[config.mk]
export PLATFORM = sky130hd
export DESIGN_NAME = div_sequencer
export DESIGN_NICKNAME = d
export VERILOG_FILES = /design/src/rtl/div_sequencer.sv
export SDC_FILE = /design/constraint.sdc
export NUM_CORES = 1
export LEC_CHECK = 0
export ABC_AREA = 1
export CAP_MARGIN = 20
export CORE_UTILIZATION = 60
export DETAILED_ROUTE_END_ITERATION = 12
export DONT_BUFFER_PORTS = 1
export PLACE_DENSITY = 0.76
export SYNTH_ARGS = -nofsm -noshare
export SYNTH_HDL_FRONTEND = slang
export SYNTH_SLANG_ARGS = --single-unit
[constraint.sdc]
create_clock -name clock -period 7.35 [get_ports clock]
set_input_delay 1.8375 -clock clock [delete_from_list [all_inputs] [get_ports clock]]
set_output_delay 1.8375 -clock clock [all_outputs]
set_load 0.02 [all_outputs]
[src/rtl/div_sequencer.sv]
// ============================================================================
//  Module   : div_sequencer
//  Brief    : Handshake front/back end for the multi-cycle Division unit.
//             Resolves divide-by-zero locally without invoking the divider.
//  Revision : 1.0
// ============================================================================
`default_nettype none

module div_sequencer #(
  parameter int WIDTH        = 32,
  parameter int START_CYCLES = 1,
  parameter int DIV_LATENCY  = 34
) (
  input  logic             clock,
  input  logic             reset,
  input  logic             in_valid,
  output logic             in_ready,
  input  logic [WIDTH-1:0] in_a,
  input  logic [WIDTH-1:0] in_b,
  output logic             out_valid,
  input  logic             out_ready,
  output logic [WIDTH-1:0] out_q,
  output logic [WIDTH-1:0] out_r,
  output logic             out_div0,
  output logic             busy,
  output logic             div_start,
  output logic [WIDTH-1:0] div_a,
  output logic [WIDTH-1:0] div_b,
  input  logic [WIDTH-1:0] div_q,
  input  logic [WIDTH-1:0] div_r
);

  localparam int C_CNT_MAX = (START_CYCLES > DIV_LATENCY) ? START_CYCLES : DIV_LATENCY;
  localparam int C_CNT_W   = (C_CNT_MAX > 1) ? $clog2(C_CNT_MAX + 1) : 1;

  localparam logic [C_CNT_W-1:0] C_CNT_ONE   = C_CNT_W'(1);
  localparam logic [C_CNT_W-1:0] C_CNT_ZERO  = '0;
  localparam logic [C_CNT_W-1:0] C_START_LD  = C_CNT_W'(START_CYCLES - 1);
  localparam logic [C_CNT_W-1:0] C_WAIT_LD   = C_CNT_W'(DIV_LATENCY - 1);

  typedef enum logic [1:0] {
    S_IDLE  = 2'd0,
    S_START = 2'd1,
    S_WAIT  = 2'd2,
    S_DONE  = 2'd3
  } state_t;

  state_t             r_state;
  state_t             w_next;
  logic [C_CNT_W-1:0] r_cnt;
  logic [C_CNT_W-1:0] w_cnt_next;
  logic               w_accept;
  logic               w_b_zero;
  logic               w_capture;

  logic               r_div_start;
  logic               r_out_valid;
  logic [WIDTH-1:0]   r_div_a;
  logic [WIDTH-1:0]   r_div_b;
  logic [WIDTH-1:0]   r_out_q;
  logic [WIDTH-1:0]   r_out_r;
  logic               r_out_div0;

  assign w_accept = in_valid && (r_state == S_IDLE);
  assign w_b_zero = (in_b == '0);

  // Next-state and counter logic; w_capture marks the final WAIT cycle.
  always_comb begin
    w_next     = r_state;
    w_cnt_next = r_cnt;
    w_capture  = 1'b0;
    case (r_state)
      S_IDLE: begin
        if (w_accept) begin
          if (w_b_zero) begin
            w_next = S_DONE;
          end else begin
            w_next     = S_START;
            w_cnt_next = C_START_LD;
          end
        end
      end
      S_START: begin
        if (r_cnt != C_CNT_ZERO) begin
          w_cnt_next = r_cnt - C_CNT_ONE;
        end else begin
          w_cnt_next = C_WAIT_LD;
          w_next     = S_WAIT;
        end
      end
      S_WAIT: begin
        if (r_cnt != C_CNT_ZERO) begin
          w_cnt_next = r_cnt - C_CNT_ONE;
        end else begin
          w_capture = 1'b1;
          w_next    = S_DONE;
        end
      end
      S_DONE: begin
        if (out_ready) begin
          w_next = S_IDLE;
        end
      end
      default: begin
        w_next = S_IDLE;
      end
    endcase
  end

  always_ff @(posedge clock or posedge reset) begin
    if (reset) begin
      r_state     <= S_IDLE;
      r_cnt       <= '0;
      r_div_start <= 1'b0;
      r_out_valid <= 1'b0;
    end else begin
      r_state     <= w_next;
      r_cnt       <= w_cnt_next;
      r_div_start <= (w_next == S_START);
      r_out_valid <= (w_next == S_DONE);
    end
  end

  // Operand and result registers; out_q/out_r keep their values after the handshake.
  always_ff @(posedge clock or posedge reset) begin
    if (reset) begin
      r_div_a    <= '0;
      r_div_b    <= '0;
      r_out_q    <= '0;
      r_out_r    <= '0;
      r_out_div0 <= 1'b0;
    end else begin
      if (w_accept) begin
        r_div_a <= in_a;
        r_div_b <= in_b;
        if (w_b_zero) begin
          r_out_q    <= '1;
          r_out_r    <= in_a;
          r_out_div0 <= 1'b1;
        end
      end
      if (w_capture) begin
        r_out_q    <= div_q;
        r_out_r    <= div_r;
        r_out_div0 <= 1'b0;
      end
    end
  end

  assign in_ready  = (r_state == S_IDLE);
  assign busy      = !in_ready;
  assign out_valid = r_out_valid;
  assign out_q     = r_out_q;
  assign out_r     = r_out_r;
  assign out_div0  = r_out_div0;
  assign div_start = r_div_start;
  assign div_a     = r_div_a;
  assign div_b     = r_div_b;

endmodule

`default_nettype wire

==> impl_results.rst <==
.. list-table::
   :header-rows: 1

   * - Metric
     - Value
   * - Run status
     - finished clean
   * - Worst slew margin relative to its limit
     - 0.363
   * - Clock latency at the later pin of the worst-skew pair
     - 0.51 ns
   * - Number of violations reported at the end of detailed-routing iteration 0
     - 243
   * - Number of placed instances with taps included
     - 880
   * - Total Die Area
     - 10700 um2
   * - Boundary pin count
     - 265
   * - Combinational share of power
     - 0.267
   * - Critical path data required time
     - 7.78 ns
   * - Critical path, cell by cell
     - nand2_2, inv_2, nand2_2, nand2_4, nor2_1, nor2_1
   * - Fill cells
     - 782
   * - Transition time of the tightest slew-check pin
     - 0.956 ns
   * - Final Hold Viols
     - 0
   * - CTS hold repair buffers
     - 0
   * - Setup skew after layout
     - 0.00715 ns
   * - Classification of the worst setup path
     - input port to register
   * - Post-CTS setup repair buffer count
     - 0
   * - Worst VDD drop
     - 232 uV
   * - Layout cell share with drive strength beyond 1
     - 0.0579
   * - Unrepaired setup endpoints after global routing
     - no
   * - Via count
     - 4909
   * - Average via count per standard cell
     - 5.39
   * - Total grt overflow
     - 0
   * - Average routed wire per standard cell
     - 16.4 um
   * - CTS Root Buffer Type
     - sky130_fd_sc_hd__clkbuf_8
   * - Area grow syn2layout
     - 10.0%
   * - Effective utilization at floorplan
     - 0.623
   * - Post-Synthesis Cell Area
     - 6150 um2
   * - Number of storage elements in the synthesis netlist
     - 139
   * - IO Port Bufs
     - 0
   * - Post-Synthesis Mean Instance Area
     - 7.87 um2
   * - Sequential group share of total power
     - 0.495
   * - Slew Limit Fails
     - 0
   * - Final setup vio count
     - 0
   * - Longest Clk Path Bufs
     - 2
   * - Sequential fraction of the synthesis area
     - 0.566
   * - Largest net degree at the start of global routing
     - 93
   * - Hold WS
     - 0.516 ns
   * - Maximum level of the CTS H-tree
     - 4
   * - Post-Syn Instances
     - 781
   * - Clock tree from TritonCTS
     - done
   * - Final wirelength
     - 14900 um
   * - Die W
     - 103 um
   * - Layout Utilization
     - 0.686
   * - Max-cap viol count
     - 0
   * - Power density over the cells
     - 546 nW/um2
   * - Static Leakage
     - 3.58 nW
   * - Post-Synthesis Net Count
     - 919
   * - Classification of the worst-slack hold path
     - register to register
   * - CTS Sinks
     - 139
   * - Via count of the first global-routing pass
     - 4733
   * - Final GP Congestion
     - 0.922
   * - Cell Int Power
     - 2.02 mW
   * - Core Footprint
     - 9860 um2
   * - Height of the die
     - 103 um
   * - First-pass detailed-route iteration total
     - 5
   * - Post-route clock period utilization
     - 0.518
   * - Clk network pwr share
     - 0.239
   * - Switching fraction of total power
     - 0.454
   * - Startpoint types
     - input port
   * - Clock Pin Slew Worst Setup and Hold Paths
     - 0.06 ns
   * - Total Negative Setup Slacks
     - 0 ns
   * - Layout Cells excl Fill
     - 910
   * - Number of nets at the end of the flow
     - 904
   * - Number of antenna diodes
     - 0
   * - Number of buffers created by CTS
     - 17
   * - Number of placement rows
     - 36
   * - Post-detailed-placement half-perimeter wirelength
     - 10100 um
   * - Number of distinct library cells after synthesis
     - 24
   * - Antenna violations before repair
     - 0
   * - Overall routing resource usage
     - 0.285
   * - Crit path arrival time
     - 4.24 ns
   * - Number of nets with antenna violations after routing
     - 0
   * - Sw Pwr
     - 1.67 mW
   * - Number of instances resized during post-cts repair
     - 0
   * - Largest driver fanout on the critical path
     - 64
   * - First-pass GRT wire length
     - 22800 um
   * - Kind of end point of the critical path
     - register
   * - Number of remaining DRC errors
     - 0
   * - Largest stage delay on the critical path
     - 0.72 ns
   * - CP max-delay cell
     - sky130_fd_sc_hd__nand2_4
   * - F_max
     - 0.263 GHz
   * - Total of warnings raised by yosys
     - 0
   * - Time the final worst path needs with I/O delays and setup
     - 3.81 ns
-- critical path, delay by kind of cell --
kind / cells / cell delay [ns]
buffers and inverters: 1 / 0.69
AND/OR/NAND/NOR: 5 / 1.65
-- layer usage --
layer  part of all wire  track usage
met4              0.028        0.127
met5                  0            0
met2               0.50        0.467
met1               0.40        0.352
met3              0.078       0.0874
-- state kept, by name (all words and copies together) (netlist names) --
| name | flops |
|---|---|
| out_q | 32 |
| out_div0 | 1 |
| div_start | 1 |
| r_state | 2 |
| out_r | 32 |
| r_cnt | 6 |
| out_valid | 1 |
| div_a | 32 |
| div_b | 32 |
-- metrics by stage --
step / cell area, um2 / setup slack [ns] / power [mW]
final: 6760 / 3.54 / 3.69
after global placement: 6150 / 3.08 / 2.76
after global routing: 6760 / 3.25 / 3.95
after detailed placement: 6150 / 3.01 / 2.82
after CTS: 6760 / 3.53 / 3.72
after floorplan: 6150 / 1.79 / 2.58
-- path summary, 6_finish.rpt --
kind	from	slack, ns	end	depth (start not counted)
max	in_valid	3.54	out_q[25]$_DFFE_PP0P_	6
min	r_cnt[1]$_DFFE_PP0P_	0.52	r_cnt[1]$_DFFE_PP0P_	2
max reg2reg	r_state[0]$_DFF_PP0_	3.86	out_q[25]$_DFFE_PP0P_	8
min reg2reg	r_cnt[1]$_DFFE_PP0P_	0.52	r_cnt[1]$_DFFE_PP0P_	2
max in group asynchronous	reset	4.83	div_a[8]$_DFFE_PP0P_	2
min in group asynchronous	reset	1.32	out_q[25]$_DFFE_PP0P_	1
-- power by group through the flow --
stage	Sequential (mW)	Combinational [mW]	Clock (mW)
finish	1.83	0.985	0.882
global route	1.87	1.16	0.927
CTS	1.83	0.998	0.892
detailed placement	1.83	0.994	0
global placement	1.83	0.933	0
floorplan	1.74	0.841	0
-- cell usage in the layout (no fill, tap or decap) --
cell type,n
sky130_fd_sc_hd__a21boi_0,1
sky130_fd_sc_hd__a21oi_1,7
sky130_fd_sc_hd__buf_4,3
sky130_fd_sc_hd__bufinv_16,4
sky130_fd_sc_hd__clkbuf_16,16
sky130_fd_sc_hd__clkbuf_8,3
sky130_fd_sc_hd__clkinv_2,3
sky130_fd_sc_hd__clkinv_4,2
sky130_fd_sc_hd__clkinvlp_4,1
sky130_fd_sc_hd__dfrtp_1,139
sky130_fd_sc_hd__ha_1,6
sky130_fd_sc_hd__inv_1,26
sky130_fd_sc_hd__inv_2,2
sky130_fd_sc_hd__inv_6,2
sky130_fd_sc_hd__nand2_1,356
sky130_fd_sc_hd__nand2_2,2
sky130_fd_sc_hd__nand2_4,1
sky130_fd_sc_hd__nand3_1,46
sky130_fd_sc_hd__nand3_2,1
sky130_fd_sc_hd__nand3b_1,1
sky130_fd_sc_hd__nand4_1,5
sky130_fd_sc_hd__nor2_1,124
sky130_fd_sc_hd__nor2_2,2
sky130_fd_sc_hd__nor2_4,2
sky130_fd_sc_hd__o21ai_0,20
sky130_fd_sc_hd__or2_2,1
sky130_fd_sc_hd__xor2_1,1
-- layout make-up --
class,instances,area (um2),share of cell area
multi-input combinational,576,2370,0.351
sequential,139,3480,0.514
inverter,29,114,0.0168
clock buffer,19,442,0.0653
clock inverter,11,169,0.0250
tap,133,166,0.0246
timing repair buffer,3,22.5,0.00333
-- Yosys cell counts (all sizes together) --
cell type / count / area (um2)
buf: 23 / 138
nand3b: 1 / 7.51
nor2: 128 / 500
a21oi: 7 / 35.0
dfrtp: 139 / 3480
xor2: 1 / 8.76
a21boi: 1 / 7.51
ha: 6 / 75.1
nand2: 359 / 1360
nand3: 47 / 240
or2: 1 / 6.26
inv: 29 / 109
clkbuf: 14 / 52.6
nand4: 5 / 31.3
o21ai: 20 / 100
-- cells by family after synthesis --
group	count (synthesis)	share of synthesized area
AND/OR/NAND/NOR	541	0.349
AO/OA/AOI/OAI	28	0.0232
buffers and inverters	66	0.0486
flip-flops	139	0.566
XOR/XNOR	1	0.00143
adder cells (fa/ha/maj)	6	0.0122
No activity file was read; power rests on OpenSTA's default activity.
